## config.mk

```make
export PLATFORM = sky130hd
export DESIGN_NAME = uart_tx_serializer_flat
export DESIGN_NICKNAME = d
export VERILOG_FILES = /design/src/rtl/uart_pkg.sv /design/src/rtl/uart_tx_serializer_if.sv /design/src/rtl/uart_baud_counter.sv /design/src/rtl/uart_tx_serializer.sv /design/src/flat_wrapper.sv
export SDC_FILE = /design/constraint.sdc
export NUM_CORES = 1
export LEC_CHECK = 0
export ABC_CLOCK_PERIOD_IN_PS = 1710
export BUFFER_PORTS_ARGS = -buffer_cell sky130_fd_sc_hd__buf_4
export CELL_PAD_IN_SITES_DETAIL_PLACEMENT = 2
export CELL_PAD_IN_SITES_GLOBAL_PLACEMENT = 2
export CORE_UTILIZATION = 30
export CTS_CLUSTER_SIZE = 10
export DETAILED_ROUTE_END_ITERATION = 16
export GPL_TIMING_DRIVEN = 0
export PLACE_DENSITY_LB_ADDON = 0.1
export SETUP_SLACK_MARGIN = 0.05
export SLEW_MARGIN = 10
export SYNTH_ARGS = -nofsm -noshare
export SYNTH_HDL_FRONTEND = slang
export SYNTH_HIERARCHICAL = 1
export SYNTH_SLANG_ARGS = --single-unit
```

## constraint.sdc

```tcl
create_clock -name clk -period 1.71 [get_ports clk]
set_clock_uncertainty 0.2 [all_clocks]
set_input_delay 0 -clock clk [delete_from_list [all_inputs] [get_ports clk]]
set_output_delay 0 -clock clk [all_outputs]
set_load 0.01 [all_outputs]
```

## src/rtl/uart_pkg.sv

```systemverilog
// rtl/uart_pkg.sv - shared UART types and line levels
package uart_pkg;

   typedef enum logic [1:0] {IDLE, START, DATA, STOP} uart_tx_state_t;

   localparam logic UART_IDLE_LEVEL  = 1'b1;
   localparam logic UART_START_LEVEL = 1'b0;

endpackage

```

## src/rtl/uart_tx_serializer_if.sv

```systemverilog
// rtl/uart_tx_serializer_if.sv - byte valid/ready handshake into the UART transmitter
interface uart_tx_serializer_if #(
   parameter int DATA_BITS = 8
);

   logic                 tx_valid;
   logic [DATA_BITS-1:0] tx_data;
   logic                 tx_ready;

   modport master (output tx_valid, output tx_data, input tx_ready);
   modport slave  (input tx_valid, input tx_data, output tx_ready);

endinterface

```

## src/rtl/uart_baud_counter.sv

```systemverilog
// rtl/uart_baud_counter.sv - bit-period counter, tick on terminal count
module uart_baud_counter #(
   parameter int CLKS_PER_BIT = 16
) (
   input  logic clk,
   input  logic rst,
   input  logic clear,
   output logic tick
);

   localparam int CW = (CLKS_PER_BIT > 1) ? $clog2(CLKS_PER_BIT) : 1;

   logic [CW-1:0] cnt_q;
   logic [CW-1:0] cnt_d;

   assign tick = (cnt_q == CW'(CLKS_PER_BIT - 1));

   always_comb begin
      cnt_d = cnt_q + 1'b1;
      if (clear || tick) begin
         cnt_d = '0;
      end
   end

   always_ff @(posedge clk) begin
      if (rst) begin
         cnt_q <= '0;
      end else begin
         cnt_q <= cnt_d;
      end
   end

endmodule

```

## src/rtl/uart_tx_serializer.sv

```systemverilog
// rtl/uart_tx_serializer.sv - UART transmitter: start bit, LSB-first data, stop bits
module uart_tx_serializer
   import uart_pkg::*;
#(
   parameter int DATA_BITS    = 8,
   parameter int CLKS_PER_BIT = 16,
   parameter int STOP_BITS    = 1
) (
   input  logic                       clk,
   input  logic                       rst,
   uart_tx_serializer_if.slave        tx_if,
   output logic                       tx_serial,
   output logic                       tx_busy,
   output logic                       tx_done
);

   localparam int BW = $clog2(DATA_BITS);

   uart_tx_state_t       state_q, state_d;
   logic [DATA_BITS-1:0] shift_q, shift_d;
   logic [BW-1:0]        bit_q, bit_d;
   logic                 serial_q, serial_d;
   logic                 ready_q, ready_d;
   logic                 busy_q, busy_d;
   logic                 done_q, done_d;
   logic                 handshake;
   logic                 tick;

   assign handshake = tx_if.tx_valid && ready_q;

   uart_baud_counter #(
      .CLKS_PER_BIT(CLKS_PER_BIT)
   ) u_baud (
      .clk   (clk),
      .rst   (rst),
      .clear (handshake),
      .tick  (tick)
   );

   // bit_q counts data bits in DATA and is reused to count stop bits in STOP
   always_comb begin
      state_d  = state_q;
      shift_d  = shift_q;
      bit_d    = bit_q;
      serial_d = serial_q;
      ready_d  = ready_q;
      busy_d   = busy_q;
      done_d   = 1'b0;
      case (state_q)
         IDLE: begin
            if (handshake) begin
               state_d  = START;
               shift_d  = tx_if.tx_data;
               bit_d    = '0;
               serial_d = UART_START_LEVEL;
               ready_d  = 1'b0;
               busy_d   = 1'b1;
            end
         end
         START: begin
            if (tick) begin
               state_d  = DATA;
               serial_d = shift_q[0];
            end
         end
         DATA: begin
            if (tick) begin
               if (bit_q == BW'(DATA_BITS - 1)) begin
                  state_d  = STOP;
                  bit_d    = '0;
                  serial_d = UART_IDLE_LEVEL;
               end else begin
                  shift_d  = shift_q >> 1;
                  bit_d    = bit_q + 1'b1;
                  serial_d = shift_q[1];
               end
            end
         end
         STOP: begin
            if (tick) begin
               if (bit_q == BW'(STOP_BITS - 1)) begin
                  state_d = IDLE;
                  bit_d   = '0;
                  done_d  = 1'b1;
                  busy_d  = 1'b0;
                  ready_d = 1'b1;
               end else begin
                  bit_d = bit_q + 1'b1;
               end
            end
         end
         default: state_d = IDLE;
      endcase
   end

   always_ff @(posedge clk) begin
      if (rst) begin
         state_q  <= IDLE;
         shift_q  <= '0;
         bit_q    <= '0;
         serial_q <= UART_IDLE_LEVEL;
         ready_q  <= 1'b1;
         busy_q   <= 1'b0;
         done_q   <= 1'b0;
      end else begin
         state_q  <= state_d;
         shift_q  <= shift_d;
         bit_q    <= bit_d;
         serial_q <= serial_d;
         ready_q  <= ready_d;
         busy_q   <= busy_d;
         done_q   <= done_d;
      end
   end

   assign tx_if.tx_ready = ready_q;
   assign tx_serial      = serial_q;
   assign tx_busy        = busy_q;
   assign tx_done        = done_q;

endmodule

```

## src/flat_wrapper.sv

```systemverilog
// flat-port wrapper written by rule: the top's interface ports become plain ports
module uart_tx_serializer_flat import uart_pkg::*;
#(
   parameter int DATA_BITS    = 8,
   parameter int CLKS_PER_BIT = 16,
   parameter int STOP_BITS    = 1
)
  (clk, rst, tx_serial, tx_busy, tx_done, tx_if_tx_valid, tx_if_tx_data, tx_if_tx_ready);
  uart_tx_serializer_if #(.DATA_BITS(DATA_BITS)) tx_if_i ();
  input  logic clk;
  input  logic rst;
  output logic tx_serial;
  output logic tx_busy;
  output logic tx_done;
  input wire logic [$bits(tx_if_i.tx_valid)-1:0] tx_if_tx_valid;
  input wire logic [$bits(tx_if_i.tx_data)-1:0] tx_if_tx_data;
  output wire logic [$bits(tx_if_i.tx_ready)-1:0] tx_if_tx_ready;
  assign tx_if_i.tx_valid = tx_if_tx_valid;
  assign tx_if_i.tx_data = tx_if_tx_data;
  assign tx_if_tx_ready = tx_if_i.tx_ready;
  uart_tx_serializer #(.DATA_BITS(DATA_BITS), .CLKS_PER_BIT(CLKS_PER_BIT), .STOP_BITS(STOP_BITS)) u_core (.clk(clk), .rst(rst), .tx_if(tx_if_i), .tx_serial(tx_serial), .tx_busy(tx_busy), .tx_done(tx_done));
endmodule
```

# [After elaboration in Yosys (flattened, before gate mapping)]
# Index checks and enable logic that the tools add are counted.
# Widths: inputs -> output; s select.
[classes] addsub=2 multipliers=0 n_div=0 magnitude_cmp=0 eq_ne=12 shift=0 muxes=30 bitwise_logic=2 reduce_logical=15
[ops] op="$mux 8" n=3
[ops] op="$pmux 8 s2" n=1
[ops] op="$reduce_and 4->1" n=4
[ops] op="$mux 3" n=5
[ops] op="$mux 2" n=6
[ops] op="$mux 1" n=10
[ops] op="$ne 2x2->1 const B" n=5
[ops] op="$pmux 3 s3" n=1
[ops] op="$pmux 2 s4" n=1
[ops] op="$reduce_and 6->1" n=1
[ops] op="$reduce_bool 3->1" n=2
[ops] op="$add 4x1->4 const B" n=1
[ops] op="$eq 2x2->1 const B" n=2
[ops] op="$eq 4x4->1 const B" n=1
[ops] op="$ne 2x1->1 const B" n=2
[ops] op="$pmux 1 s2" n=2
[ops] op="$reduce_bool 2->1" n=2
[ops] op="$add 3x1->3 const B" n=1
[ops] op="$eq 3x3->1 const B" n=1
[ops] op="$logic_not 3->1" n=1
[ops] op="$pmux 1 s3" n=1
[ops] op="$reduce_or 3->1" n=1
[ops] op="$eq 2x1->1 const B" n=1
[ops] op="$logic_not 2->1" n=1
[ops] op="4 further kinds" n=5
[word_totals] ff_bits=21 latch_bits=0 ram_bits=0 rom_bits=0 input_bits=11 out_inout_bits=4 wordCells=69 memories=0

# [Depth between registers and ports, before layout]
[depth] word_depth=4 depth_mapped=8 depth_no_buf=7

# [Cells and area by module]
# The synthesis kept the hierarchy.
[modules_own_cells] module="uart_tx_serializer" instances=1 cells_each=107 area_per_inst_um2=1031.0 seq_area_each_um2=340.3
[modules_own_cells] module="uart_baud_counter" instances=1 cells_each=16 area_per_inst_um2=157.7 seq_area_each_um2=80.1

# [Worst setup path after synthesis]
# OpenSTA, ideal clock, no wires.
[synth_path] kind="register to register" startpoint="register u_core.bit_q[0]" endpoint="register u_core.shift_q[1]" setup_time_ps=79 arrival_ps=1565 required_time_ps=1431 path_slack_ps=-134 stages_incl_launch_ff=8 path_buffers=1 synth_period_minus_slack_ps=1844 path_cell_list="dfxtp_1 ha_1 ha_1 nand2b_1 a211oi_4 buf_6 nor2_1 a211oi_2"
[synth_via] elab_chain_cells=3
[synth_rtl] item="from (decl)" line_no="uart_tx_serializer.sv:21" text="logic [BW-1:0] bit_q, bit_d;"
[synth_rtl] item="from (signal assigned)" line_no="uart_tx_serializer.sv:108" text="bit_q <= bit_d;"
[synth_rtl] item="$eq 3x3->1" line_no="uart_tx_serializer.sv:68" text="if (bit_q == BW'(DATA_BITS - 1)) begin"
[synth_rtl] item="$ne 2x2->1 (no source line)"
[synth_rtl] item="$reduce_and 4->1 (no source line)"
[synth_rtl] item="to (signal assigned)" line_no="uart_tx_serializer.sv:107" text="shift_q <= shift_d;"
[synth_rtl] item="to (decl)" line_no="uart_tx_serializer.sv:20" text="logic [DATA_BITS-1:0] shift_q, shift_d;"
# No other way between the ends.
# A chain may end at the register's enable or synchronous reset.

# [Worst setup path in the final report]
# Same ends and word-level chain as after synthesis.

==> flow_metrics.env <==
export IMPL_path_clk_slew_ns=0.08
export IMPL_fmax_mhz=534
export IMPL_regArea_um2=435
export IMPL_syn_to_final_growth_pct=48.9
export IMPL_fin_tns_setup_ns=-1.36
export IMPL_routed_wl_um=3440
export IMPL_die_area_mm2=0.00422
export IMPL_yosys_cell_types_count=37
export IMPL_power_mw=2.63
export IMPL_start_util_pct=31.8
export IMPL_die_height_um=64.9
export IMPL_grt_max_degree=12
export IMPL_layout_min_cycle_time_ns=1.87
export IMPL_final_net_count=181
export IMPL_die_w_um=64.9
export IMPL_maxCapViolCount=0
export IMPL_n_fill_cell=410
export IMPL_holdWs_ns=0.246
export IMPL_n_antenna_cell=0
export IMPL_cts_root_buf="clkbuf_8"
export IMPL_synth_seq_cells=21
export IMPL_vias_per_cell=4.89
export IMPL_grt_pass1_vias=1148
export IMPL_clockBufferDepth=2
export IMPL_post_place_ws_ns=-0.211
export IMPL_crit_required_ns=1.70
export IMPL_p_leak_nw=0.663
export IMPL_crit_path_end_kind="flop"
export IMPL_clock_latency_ns=0.26
export IMPL_syn_area_mm2=0.00119
export IMPL_path_max_fanout=5
export IMPL_design_area_mm2=0.00177
export IMPL_ios=15
export IMPL_clock_sinks=21
export IMPL_timing_final_max_slew_violations=0
export IMPL_fin_cells=208
export IMPL_placed_cell_area_mm2=0.00145
export IMPL_antenna_left=0
export IMPL_synth_warning_count=6
export IMPL_fin_ws_ns=-0.162
export IMPL_arrival_ns=1.86
export IMPL_wl_per_cell_um=16.5
export IMPL_p_per_area_mw_per_mm2=1490
export IMPL_place_gp_congestion=0.750
export IMPL_track_usage_pct=17.5
export IMPL_period_share_pct=109
export IMPL_gr_total_overflow=0
export IMPL_cts_tree="done"
export IMPL_final_core_util_pct=47.3
export IMPL_hold_class="flop to flop"
export IMPL_status="complete, but fails checks"
export IMPL_critPathKind="flop to flop"
export IMPL_synth_top_flop_cell="dfxtp_1"
export IMPL_setup_violations=12
export IMPL_cts_made_buffers=3
export IMPL_synth_nets=143
export IMPL_worst_setup_path_start_kind="flop"
export IMPL_syn_inst=123
export IMPL_fp_row_count=22
export IMPL_dp_cells=185
export IMPL_slew_headroom_pct=76.2
export IMPL_rsz0062_at_grt="yes"
export IMPL_io_buffers=14
export IMPL_dr_pass1_iters=3
export IMPL_violations="negative setup slack"
export IMPL_drtIter0Drc=18
export IMPL_tightest_slew_ns=0.356
export IMPL_peakVddDrop_uv=854
export IMPL_async_flop_share_pct=0
export IMPL_cts_htree_levels=1
export IMPL_drive_gt1_share_pct=48.8
export IMPL_core_mm2=0.00374
export IMPL_multiInputGateArea_um2=870
export IMPL_hold_viol=0
export IMPL_grt_pass1_wl_um=5570
export IMPL_vias=1018
export IMPL_synth_edff_count=0
export IMPL_hpwlAfterDp_um=2250
export IMPL_ys_seq_area_share_pct=35.4
export IMPL_drc=0
export IMPL_avgSynthCellArea_um2=9.66
export IMPL_antenna_found_initial=0
[sequential cells by signal, summed over array words and instances, names as in the netlist]
signal / count
u_core/tx_busy: 1
u_core/bit_q: 3
u_core/shift_q: 8
u_core/tx_serial: 1
u_core/tx_if.tx_ready: 1
u_core/tx_done: 1
u_core/state_q: 2
u_core/u_baud/cnt_q: 4
[area by class of cell]
type / count / area share (%)
Tap cell: 48 / 3.39
Inverter: 6 / 1.55
Timing Repair Buffer: 36 / 16.9
Buffer: 3 / 1.91
Multi-Input combinational cell: 90 / 49.1
Clock buffer: 4 / 2.54
Sequential cell: 21 / 24.6
[timing repair]
item,4_1_cts,5_1_grt
hold buffers,10,0
hold endpoints to repair,16,0
cloned,1,0
buffers inserted,9,3
resized for setup,15,16
endpoints found under the setup margin,16,15
pin swaps,11,9
[power breakdown]
| part | total [mW] | internal [mW] | switching [mW] | leakage [nW] |
|---|---|---|---|---|
| Sequential | 0.760 | 0.633 | 0.127 | 0.176 |
| Clock | 0.344 | 0.167 | 0.178 | 0.0228 |
| Combinational | 1.53 | 0.781 | 0.744 | 0.464 |
[critical path: stages (launching register included)]
cell and delay (ns):
dfxtp_4 0.36, ha_4 0.17, ha_4 0.14, nand2b_4 0.14, a211oi_4 0.31, buf_4 0.18, buf_8 0.13, nor2_4 0.03
a211oi_2 0.14
[path summary, 6_finish.rpt]
path | to | startpoint | depth (start not counted) | slack (ns)
max | u_core/shift_q[1] | u_core/bit_q[0] | 8 | -0.16
min | u_core/u_baud/cnt_q[0] | u_core/u_baud/cnt_q[0] | 1 | 0.25
max reg2reg | u_core/shift_q[1] | u_core/bit_q[0] | 8 | -0.16
min reg2reg | u_core/u_baud/cnt_q[0] | u_core/u_baud/cnt_q[0] | 1 | 0.25
[per-layer routing]
layer  routed length, um  GRT usage, %  share of wire [%]
met1                1550          20.9                 45
met2                1820          32.3                 53
met3                  50          2.11                1.5
met4                  21          5.00               0.61
met5                   0             0                  0
[kinds of logic after synthesis]
group                    count (synthesis)  share of synthesized area (%)
AND/OR/NAND/NOR                         44                           19.8
AO/OA/AOI/OAI                           27                           20.2
flip-flops                              21                           35.4
buffers and inverters                   12                           6.95
adder cells (fa/ha/maj)                  9                           9.47
multiplexers                             8                           6.74
XOR/XNOR                                 2                           1.47
[synthesized netlist by cell type (2+ instances only)]
cell type   n  area share, %
a211oi_1    4            2.5
a211oi_2    3            3.2
a21oi_1     8            3.4
buf_4       2            1.3
buf_6       4            3.8
dfxtp_1    21             35
ha_1        9            9.5
inv_1       6            1.9
mux2i_1     8            6.7
nand2_1     7            2.2
nand2b_1    3            1.6
nand3_1     3            1.3
nand3b_1    2            1.3
nor2_1     16            5.1
nor2b_1     2            1.1
o21ai_0     2           0.84
o31ai_1     2            1.3
or3b_1      2            1.5
[placed cells by master (no fill, tap or decap), drive strengths merged, types with 2 or more instances in the layout]
cell | Yosys | final
o21ai | 3 | 3
dlygate4sd3 | 0 | 10
nand3 | 3 | 3
buf | 6 | 29
nor3 | 2 | 2
a211oi | 8 | 8
a21oi | 8 | 8
mux2i | 8 | 8
nor2b | 2 | 2
nand2b | 3 | 3
or3b | 2 | 2
o31ai | 2 | 2
nand3b | 2 | 2
clkbuf | 0 | 4
nand2 | 7 | 7
dfxtp | 21 | 21
nor2 | 17 | 17
ha | 9 | 9
inv | 6 | 6
Note: power is estimated with default switching activity, not from simulation.
